**src/rtl/d_mem_region_rsp_align.sv**
```systemverilog
// rtl/d_mem_region_rsp_align.sv - read-response / write-alignment unit for non-cache D-mem regions
// Lane-shifts stores and loads for byte-addressed regions and holds region read data across memory stalls.
module d_mem_region_rsp_align #(
  parameter int                     NUM_REGIONS = 2,
  parameter logic [NUM_REGIONS-1:0] SHIFT_MASK  = 2'b10,
  parameter bit                     SIGN_EXT_EN = 1'b1
) (
  input  logic                       i_clk,
  input  logic                       i_rst,
  input  logic                       i_dmem_ready,
  input  logic                       i_req_valid_q103h,
  input  logic                       i_req_rd_q103h,
  input  logic                       i_req_sign_ext_q103h,
  input  logic [1:0]                 i_req_addr_q103h,
  input  logic [31:0]                i_req_wr_data_q103h,
  input  logic [3:0]                 i_req_byte_en_q103h,
  input  logic [NUM_REGIONS-1:0]     i_region_match_q103h,
  output logic [31:0]                o_shift_wr_data_q103h,
  output logic [3:0]                 o_shift_byte_en_q103h,
  input  logic [32*NUM_REGIONS-1:0]  i_region_rd_data_q104h,
  input  logic [31:0]                i_cache_rsp_data_q105h,
  output logic [31:0]                o_dmem_rd_rsp_q105h,
  output logic                       o_rsp_valid_q105h
);

  localparam int IDXW = (NUM_REGIONS > 1) ? $clog2(NUM_REGIONS) : 1;
  localparam int PW   = 9 + NUM_REGIONS;

  logic            w_hit_q103;
  logic [IDXW-1:0] w_idx_q103;
  logic            w_shift_q103;
  logic [PW-1:0]   w_req_q103;
  logic [PW-1:0]   r_req_q104;
  logic [PW-1:0]   r_req_q105;

  logic                   w_valid_q105;
  logic                   w_rd_q105;
  logic                   w_sext_q105;
  logic [1:0]             w_addr_q105;
  logic [3:0]             w_be_q105;
  logic [NUM_REGIONS-1:0] w_match_q105;

  logic            r_sample_rdy_q104;
  logic [31:0]     r_last_data [NUM_REGIONS];
  logic [31:0]     r_rd_data_q105 [NUM_REGIONS];
  logic [31:0]     w_held_q104 [NUM_REGIONS];

  logic            w_hit_q105;
  logic [IDXW-1:0] w_idx_q105;
  logic [31:0]     w_shifted_q105;
  logic            w_sign_q105;
  logic [31:0]     w_ext_q105;

  // Descending scan so the lowest set match bit is the last assignment and wins.
  always_comb begin
    w_hit_q103 = 1'b0;
    w_idx_q103 = '0;
    for (int i = NUM_REGIONS - 1; i >= 0; i--) begin
      if (i_region_match_q103h[i]) begin
        w_hit_q103 = 1'b1;
        w_idx_q103 = IDXW'(i);
      end
    end
  end

  assign w_shift_q103          = w_hit_q103 & SHIFT_MASK[w_idx_q103];
  assign o_shift_wr_data_q103h = w_shift_q103 ? (i_req_wr_data_q103h << {i_req_addr_q103h, 3'b000})
                                              : i_req_wr_data_q103h;
  assign o_shift_byte_en_q103h = w_shift_q103 ? (i_req_byte_en_q103h << i_req_addr_q103h)
                                              : i_req_byte_en_q103h;

  assign w_req_q103 = {i_req_valid_q103h, i_req_rd_q103h, i_req_sign_ext_q103h,
                       i_req_addr_q103h, i_req_byte_en_q103h, i_region_match_q103h};

  always_ff @(posedge i_clk or posedge i_rst) begin
    if (i_rst) begin
      r_req_q104 <= '0;
      r_req_q105 <= '0;
    end else if (i_dmem_ready) begin
      r_req_q104 <= w_req_q103;
      r_req_q105 <= r_req_q104;
    end
  end

  assign {w_valid_q105, w_rd_q105, w_sext_q105, w_addr_q105, w_be_q105, w_match_q105} = r_req_q105;

  // Region data is only trusted on the cycle after a ready cycle; otherwise replay the last sample.
  always_comb begin
    for (int i = 0; i < NUM_REGIONS; i++) begin
      w_held_q104[i] = r_sample_rdy_q104 ? i_region_rd_data_q104h[32*i +: 32] : r_last_data[i];
    end
  end

  always_ff @(posedge i_clk or posedge i_rst) begin
    if (i_rst) begin
      r_sample_rdy_q104 <= 1'b0;
      for (int i = 0; i < NUM_REGIONS; i++) begin
        r_last_data[i]    <= '0;
        r_rd_data_q105[i] <= '0;
      end
    end else begin
      r_sample_rdy_q104 <= i_dmem_ready;
      for (int i = 0; i < NUM_REGIONS; i++) begin
        if (r_sample_rdy_q104) r_last_data[i] <= i_region_rd_data_q104h[32*i +: 32];
        r_rd_data_q105[i] <= w_held_q104[i];
      end
    end
  end

  always_comb begin
    w_hit_q105 = 1'b0;
    w_idx_q105 = '0;
    for (int i = NUM_REGIONS - 1; i >= 0; i--) begin
      if (w_match_q105[i]) begin
        w_hit_q105 = 1'b1;
        w_idx_q105 = IDXW'(i);
      end
    end
  end

  assign w_shifted_q105 = SHIFT_MASK[w_idx_q105] ? (r_rd_data_q105[w_idx_q105] >> {w_addr_q105, 3'b000})
                                                 : r_rd_data_q105[w_idx_q105];
  assign w_sign_q105    = w_sext_q105 & SIGN_EXT_EN;

  always_comb begin
    case (w_be_q105)
      4'b0001: w_ext_q105 = {{24{w_sign_q105 & w_shifted_q105[7]}},  w_shifted_q105[7:0]};
      4'b0011: w_ext_q105 = {{16{w_sign_q105 & w_shifted_q105[15]}}, w_shifted_q105[15:0]};
      default: w_ext_q105 = w_shifted_q105;
    endcase
  end

  assign o_dmem_rd_rsp_q105h = w_hit_q105 ? w_ext_q105 : i_cache_rsp_data_q105h;
  assign o_rsp_valid_q105h   = w_valid_q105 & w_rd_q105 & i_dmem_ready;

endmodule

```
**config.mk**
```make
export PLATFORM = sky130hd
export DESIGN_NAME = d_mem_region_rsp_align
export DESIGN_NICKNAME = d
export VERILOG_FILES = /design/src/rtl/d_mem_region_rsp_align.sv
export SDC_FILE = /design/constraint.sdc
export NUM_CORES = 1
export LEC_CHECK = 0
export CAP_MARGIN = 10
export CORE_MARGIN = 1
export CORE_UTILIZATION = 40
export CTS_CLUSTER_SIZE = 8
export DETAILED_ROUTE_END_ITERATION = 6
export HOLD_SLACK_MARGIN = 0.12
export PLACE_DENSITY_LB_ADDON = 0.08
export SLEW_MARGIN = 30
export SYNTH_ARGS = -nofsm -noshare
export SYNTH_HDL_FRONTEND = slang
export SYNTH_SLANG_ARGS = --single-unit
```
**constraint.sdc**
```tcl
create_clock -name i_clk -period 2.54 [get_ports i_clk]
set_input_delay 0.254 -clock i_clk [delete_from_list [all_inputs] [get_ports i_clk]]
set_output_delay 0.254 -clock i_clk [all_outputs]
set_load 0.01 [all_outputs]
```
==> metrics.txt, run 1 <==
fraction of final layout cells with drive strength greater than 1=26.6%; Static Leakage=3.42 nW; clock tree from TritonCTS=built; TNS Setup=-0.0106 ns; non-filler instance count after layout=909; Sinks on Clock Net=87; Setup Skew=0.00385 ns; total power divided by cell area=575 nW/um2; share of the core filled with cells=63.4%; maximum resistive drop on vdd=0.000262 V; initial antenna violation count=0; data arrival at the endpoint of the critical path=2.29 ns; Worst-Margin Slew=0.566 ns; number of port buffers=210; Synth area leader=sky130_fd_sc_hd__dfrtp_1; part of the cycle the worst path needs=100%; number of placed instances with taps included=890; number of buffers inserted by hold repair at cts=0; chip width=117 um; CTS Buf Count=9; crit path time final=2.55 ns; Design Area, Final=8060 um2; count of antenna diodes in the layout=0; number of top-level pins=211; Req. time, crit path=2.29 ns; Slew HR=62.2%; worst-case hold slack=0.241 ns; total wire length after detailed routing=16.8 mm; clock latency reported for the late side of the worst-skew pair=0.34 ns; area grow syn2layout=52.8%; effective utilization at floorplan=41.5%; dominant combinational cell family by area after synthesis=multiplexers; first-iteration detailed-routing DRC count=238; Clock Pin Slew Worst Setup and Hold Paths=0.07 ns; Overflow after GRT=0; clock root cell=sky130_fd_sc_hd__clkbuf_16; Vias=4926; leading cell type by number of instances after synthesis=sky130_fd_sc_hd__dfrtp_1; part of the Yosys area used for sequential elements=41.3%; Routed WL per cell=18.5 um; largest net degree at the start of global routing=51; number of filler instances in the final layout=1101; proportion of synthesized area in mux cells=25.4%; Synth Area in Adders=0%; unrepaired setup endpoints after global routing=yes; synthesized instance count=518; drc violations=0; share of synthesized registers carrying an async set or reset=100%; CTS H-Tree Depth=3; worst-case clock buffer depth=2; placed instance area=7710 um2; count of max-cap constraint violations=0; cell types with the highest counts after synthesis=87 x sky130_fd_sc_hd__dfrtp_1, 86 x sky130_fd_sc_hd__mux2_2, 38 x sky130_fd_sc_hd__nand2_1, 37 x sky130_fd_sc_hd__mux2i_1, 36 x sky130_fd_sc_hd__o21ai_0; Syn. warnings=0; CP Max Fanout=8; largest cells by area after synthesis=sky130_fd_sc_hd__dfrtp_1 41%, sky130_fd_sc_hd__mux2_2 18%, sky130_fd_sc_hd__mux2i_1 7.0%; number of enable-type register cells in the synthesized netlist=0; path type of the worst min-delay path=in2async; endpoint class of the critical path=output pin; final weighted congestion in routability-driven placement=0.828; slack of the critical path=-0.00792 ns; flip-flop cell with the highest count after synthesis=sky130_fd_sc_hd__dfrtp_1; via count of the first global-routing pass=5050; register bit count reported by yosys=87; cell area after synthesis=5280 um2; dpl hpwl=12.7 mm; setup slack on the worst flop-to-flop path=1.17 ns; nets in the synthesized netlist=660; area share of the largest cell type after synthesis=41.3%; Distinct cells, synth=34; count of antenna-violating nets left after detailed routing=0; count of nets after finishing=874; Simple-Gate Fraction of Synth Area=10.2%; setup violators final=2; post-synthesis average cell area=10.2 um2; category of the critical setup timing path=reg2out; Overall Global Routing Usage=24.7%; hold violation total from the final report=0; highest clock rate=392 MHz; total number of placement rows=41; xor and xnor fraction of the mapped netlist area=0%; compound-cell area share of the yosys netlist=18.5%; Avg Vias per Cell=5.42; drt pass-1 iters=4; startpoint type of the worst setup path=flop; core footprint=12700 um2; overall die area=13700 um2; wire length of the first global-routing pass=25.5 mm; failing checks=setup timing; outcome=complete, but fails checks; Die Height=117 um; Pins Over Slew Limit=0
-- layout make-up --
class	count	area, um2	share of cell area [%]
clock buffers	11	243	3.01
flip-flops and latches	87	2180	27.0
repair buffers	250	2370	29.4
clock inverters	5	40.0	0.497
well taps	172	215	2.67
multi-input cells	373	2970	36.9
inverters	11	42.5	0.528
-- per-layer routing --
metal  share of wire [%]  track usage (%)  wire (um)
met1                  41             29.3       6870
met5                   0                0          0
met2                  51             44.4       8530
met3                 6.7             5.36       1130
met4                 1.8             8.10        300
-- cells by family after synthesis --
group           count (synthesis)
flops                          87
buf+inv                        58
mux                           123
simple gates                  110
compound gates                140
-- registers in the layout, summed over array words and instances, names as in the netlist --
signal and cells:
r_rd_data_q105 64, r_sample_rdy_q104 1, r_req_q104 11, r_req_q105 11
-- final timing paths --
path                                                  end                        start  depth (start not counted)
min reg2reg                     r_req_q105[3]$_DFFE_PP0P_    r_req_q104[3]$_DFFE_PP0P_                          1
max in group asynchronous  r_rd_data_q105[33]$_DFFE_PP0P_                        i_rst                          3
max                               o_dmem_rd_rsp_q105h[22]    r_req_q105[5]$_DFFE_PP0P_                          6
max reg2reg                r_rd_data_q105[62]$_DFFE_PP0P_  r_sample_rdy_q104$_DFF_PP0_                          2
min                             r_req_q104[4]$_DFFE_PP0P_                        i_rst                          2
min in group i_clk         r_rd_data_q105[24]$_DFFE_PP0P_   i_region_rd_data_q104h[56]                          3
-- where the power goes --
group	leakage [nW]	internal (W)	total [W]	switching, W
sequential	1.02	0.00153	0.00164	0.000112
clock	0.141	0.000700	0.00125	0.000555
combinational	2.26	0.000943	0.00173	0.000789
total	3.42	0.00318	0.00463	0.00146
-- worst max-delay path, cell delays in order (launching register included) --
cell and delay (ns):
sky130_fd_sc_hd__dfrtp_1 0.39, sky130_fd_sc_hd__or3b_4 0.42, sky130_fd_sc_hd__or3b_4 0.41, sky130_fd_sc_hd__a21o_4 0.26
sky130_fd_sc_hd__clkbuf_16 0.17, sky130_fd_sc_hd__a31oi_1 0.14, sky130_fd_sc_hd__buf_2 0.16
-- through the flow --
stage | worst slack, ns | power [W]
2_1_floorplan | 0.0358 | 0.00252
3_3_place_gp | 0.0548 | 0.00338
3_5_place_dp | 0.0138 | 0.00341
4_1_cts | 0.000977 | 0.00462
5_1_grt | -0.0514 | 0.00485
6_report | -0.00792 | 0.00463
-- cell usage in the layout (no fill, tap or decap), types with 7 or more instances in the layout --
master	Yosys	routed
sky130_fd_sc_hd__dfrtp_1	87	85
sky130_fd_sc_hd__a22o_1	16	16
sky130_fd_sc_hd__nor2b_1	11	10
sky130_fd_sc_hd__buf_4	0	34
sky130_fd_sc_hd__nor2_1	29	29
sky130_fd_sc_hd__inv_1	11	10
sky130_fd_sc_hd__nand2_1	38	38
sky130_fd_sc_hd__o21ai_0	36	36
sky130_fd_sc_hd__a31oi_1	24	18
sky130_fd_sc_hd__o211ai_1	8	8
sky130_fd_sc_hd__a22oi_1	16	16
sky130_fd_sc_hd__clkbuf_2	0	7
sky130_fd_sc_hd__and3_1	10	9
sky130_fd_sc_hd__o221ai_1	9	8
sky130_fd_sc_hd__mux2_2	86	86
sky130_fd_sc_hd__mux2i_1	37	35
sky130_fd_sc_hd__clkdlybuf4s50_1	0	179
sky130_fd_sc_hd__buf_2	5	16
sky130_fd_sc_hd__a21oi_1	10	10
sky130_fd_sc_hd__and2_1	9	9
sky130_fd_sc_hd__a21oi_2	8	8
sky130_fd_sc_hd__clkbuf_16	0	10
sky130_fd_sc_hd__o2bb2ai_1	8	8
-- what timing repair did --
item,CTS,global route
gates cloned,0,1
resized for setup,60,59
pin swaps,1,1
endpoints found under the setup margin,30,41
buffers inserted,1,1
endpoints found under the hold margin,0,0
Power figures use the tool's default switching activity.
==> run 2: changes to the inputs <==
--- a/config.mk
+++ b/config.mk
@@ -12,6 +12,7 @@
 export DETAILED_ROUTE_END_ITERATION = 6
 export HOLD_SLACK_MARGIN = 0.12
 export PLACE_DENSITY_LB_ADDON = 0.08
+export SKIP_CTS_REPAIR_TIMING = 1
 export SLEW_MARGIN = 30
 export SYNTH_ARGS = -nofsm -noshare
 export SYNTH_HDL_FRONTEND = slang
==> run 2 against run 1 <==
Against the previous run: the run now ends clean; sequential share of layout area about the same; die area unchanged; clock-buffer cell count unchanged; clock skew about the same; cell count unchanged; design area about the same; critical path type unchanged; largest power group unchanged; highest routed layer unchanged.
==> metrics.txt, run 2 (synthesized netlist as in run 1, its figures left out) <==
outcome=finished clean; CTS Buf Count=9 (unchanged); worst-case clock buffer depth=2 (unchanged); clock root cell=sky130_fd_sc_hd__clkbuf_16; via count of the first global-routing pass=5055 (+0.099%); slack of the critical path=0.0653 ns (+0.0732 ns); area grow syn2layout=52.7% (about the same); crit path time final=2.47 ns (-0.0732 ns); largest reg by FF count=r_rd_data_q105; initial antenna violation count=0 (unchanged); chip width=117 um (unchanged); effective utilization at floorplan=41.5% (unchanged); part of the cycle the worst path needs=97.4% (-2.9 points); maximum resistive drop on vdd=0.000265 V (+1.3%); Setup Skew=0.00430 ns (+0.000448 ns); Slew HR=62.3% (+0.075 points); Static Leakage=3.53 nW (+3.4%); total area of multi-input combinational cells=2890 um2 (-2.9%); hold violation total from the final report=0 (unchanged); Die Height=117 um (unchanged); core footprint=12700 um2 (unchanged); startpoint type of the worst setup path=flop; leading cell types in the layout, fill and taps excluded=180 x sky130_fd_sc_hd__clkdlybuf4s50_1, 86 x sky130_fd_sc_hd__mux2_2, 85 x sky130_fd_sc_hd__dfrtp_1; worst reg2reg path depth=2 (unchanged); final weighted congestion in routability-driven placement=0.828 (unchanged); cell occurring most often along the worst timing path=sky130_fd_sc_hd__mux2i_1; series of cell instances along the critical path=buf_8 > mux2i_2 > mux2i_1 > mux2i_1 > o21ai_0 > clkdlybuf4s50_1; first-iteration detailed-routing DRC count=198 (-17%); number of port buffers=210 (unchanged); Overall Global Routing Usage=24.6% (-0.056 points); dpl hpwl=12.7 mm (unchanged); clock tree from TritonCTS=built; category of the critical setup timing path=reg2out; count of nets after finishing=874 (unchanged); Top Registers=r_rd_data_q105 x64, r_req_q104 x11, r_req_q105 x11; number of filler instances in the final layout=1101 (unchanged); total power divided by cell area=571 nW/um2 (-0.61%); count of antenna-violating nets left after detailed routing=0 (unchanged); number of placed instances with taps included=890 (unchanged); drc violations=0 (unchanged); Power Total=0.00460 W (-0.69%); total wire length after detailed routing=16.5 mm (-1.7%); fraction of final layout cells with drive strength greater than 1=23.7% (-2.8 points); setup violators final=0 (-2); count of max-cap constraint violations=0 (unchanged); Register Area=2180 um2 (unchanged); CTS H-Tree Depth=3 (unchanged); Critical path origin=r_req_q105[6]$_DFFE_PP0P_; max incr delay on CP=0.49 ns (+0.07 ns); path type of the worst min-delay path=in2async; max reg flops=64 (unchanged); Vias=4904 (-0.45%); Sinks on Clock Net=87 (unchanged); setup slack on the worst flop-to-flop path=1.18 ns (about the same); slowest cell on the critical path=sky130_fd_sc_hd__clkdlybuf4s50_1; unrepaired setup endpoints after global routing=yes; drt pass-1 iters=4 (unchanged); highest clock rate=404 MHz (+3.0%); FF-to-FF End=r_rd_data_q105[62]$_DFFE_PP0P_; most common cell after layout, fill and taps aside=sky130_fd_sc_hd__clkdlybuf4s50_1; count of antenna diodes in the layout=0 (unchanged); Clock Pin Slew Worst Setup and Hold Paths=0.07 ns (about the same); wire length of the first global-routing pass=25.5 mm (-0.16%); Req. time, crit path=2.29 ns (about the same); number of top-level pins=211 (unchanged); overall die area=13700 um2 (unchanged); source of the worst register-to-register timing path=r_sample_rdy_q104$_DFF_PP0_; data arrival at the endpoint of the critical path=2.22 ns (-0.07 ns); CP Max Fanout=15 (+7); Overflow after GRT=0 (unchanged); endpoint class of the critical path=output pin; clock latency reported for the late side of the worst-skew pair=0.34 ns (about the same); non-filler instance count after layout=909 (unchanged); largest net degree at the start of global routing=51 (unchanged); share of the core filled with cells=63.3% (about the same); Avg Vias per Cell=5.39 (-0.45%); total number of placement rows=41 (unchanged); Routed WL per cell=18.2 um (-1.7%); termination of the worst setup path=o_dmem_rd_rsp_q105h[3]; Pins Over Slew Limit=0 (unchanged); post-placement worst setup slack=0.0138 ns (unchanged); Worst-Margin Slew=0.565 ns (-0.00112 ns)
run 2: cell count changes in the layout (fill, tap and decap cells not counted), moves of 2 or more:
| cell | before | now |
|---|---|---|
| sky130_fd_sc_hd__a31oi_1 | 18 | 23 |
| sky130_fd_sc_hd__a31oi_4 | 6 | 2 |
| sky130_fd_sc_hd__buf_2 | 16 | 7 |
| sky130_fd_sc_hd__buf_4 | 34 | 36 |
| sky130_fd_sc_hd__buf_6 | 2 | 0 |
| sky130_fd_sc_hd__clkbuf_2 | 7 | 3 |
| sky130_fd_sc_hd__dlymetal6s2s_1 | 6 | 20 |
run 2: worst max-delay path, delay by kind of cell, from the launching register on:
kind	cells	cell delay, ns
AO/OA/AOI/OAI	1	0.10
buffers and inverters	2	0.71
flip-flops	1	0.46
multiplexers	3	0.59
run 2: layer usage:
layer	global-route usage (%)	wire (um)
met1	29.3	6810
met2	44.2	8410
met3	5.36	1040
met4	8.10	266
met5	0	0
run 2: layout make-up:
cell class	count	share of cell area (%)
well taps	172	2.67
clock inverters	5	0.497
flip-flops and latches	87	27.1
clock buffers	11	3.01
repair buffers	250	30.4
multi-input cells	373	35.8
inverters	11	0.528
run 2: worst min-delay path by stage:
stage / startpoint / endpoint / slack [ns] / depth (start not counted)
global route: i_rst / r_req_q104[4]$_DFFE_PP0P_ / 0.28 / 2
finish: i_rst / r_req_q104[4]$_DFFE_PP0P_ / 0.24 / 2
detailed placement: r_req_q104[0]$_DFFE_PP0P_ / r_req_q105[0]$_DFFE_PP0P_ / 0.49 / 1
CTS: i_rst / r_req_q104[4]$_DFFE_PP0P_ / 0.25 / 2
global placement: r_req_q105[10]$_DFFE_PP0P_ / r_req_q105[10]$_DFFE_PP0P_ / 0.48 / 1
floorplan: i_dmem_ready / r_sample_rdy_q104$_DFF_PP0_ / 0.29 / 0
run 2: stage by stage:
step                      area, um2  TNS (ns)  hold slack (ns)
final                          8060         0            0.238
after global routing           8060   -0.0453            0.277
after CTS                      7990     -9.14            0.252
after detailed placement       7710         0            0.489
after global placement         7710         0            0.482
after floorplan                5280         0            0.285
run 2: power breakdown:
group / leakage (nW) / internal (W) / switching (W) / total [W]
logic: 2.37 / 0.000948 / 0.000754 / 0.00170
clock network: 0.141 / 0.000700 / 0.000556 / 0.00126
registers: 1.02 / 0.00153 / 0.000111 / 0.00164
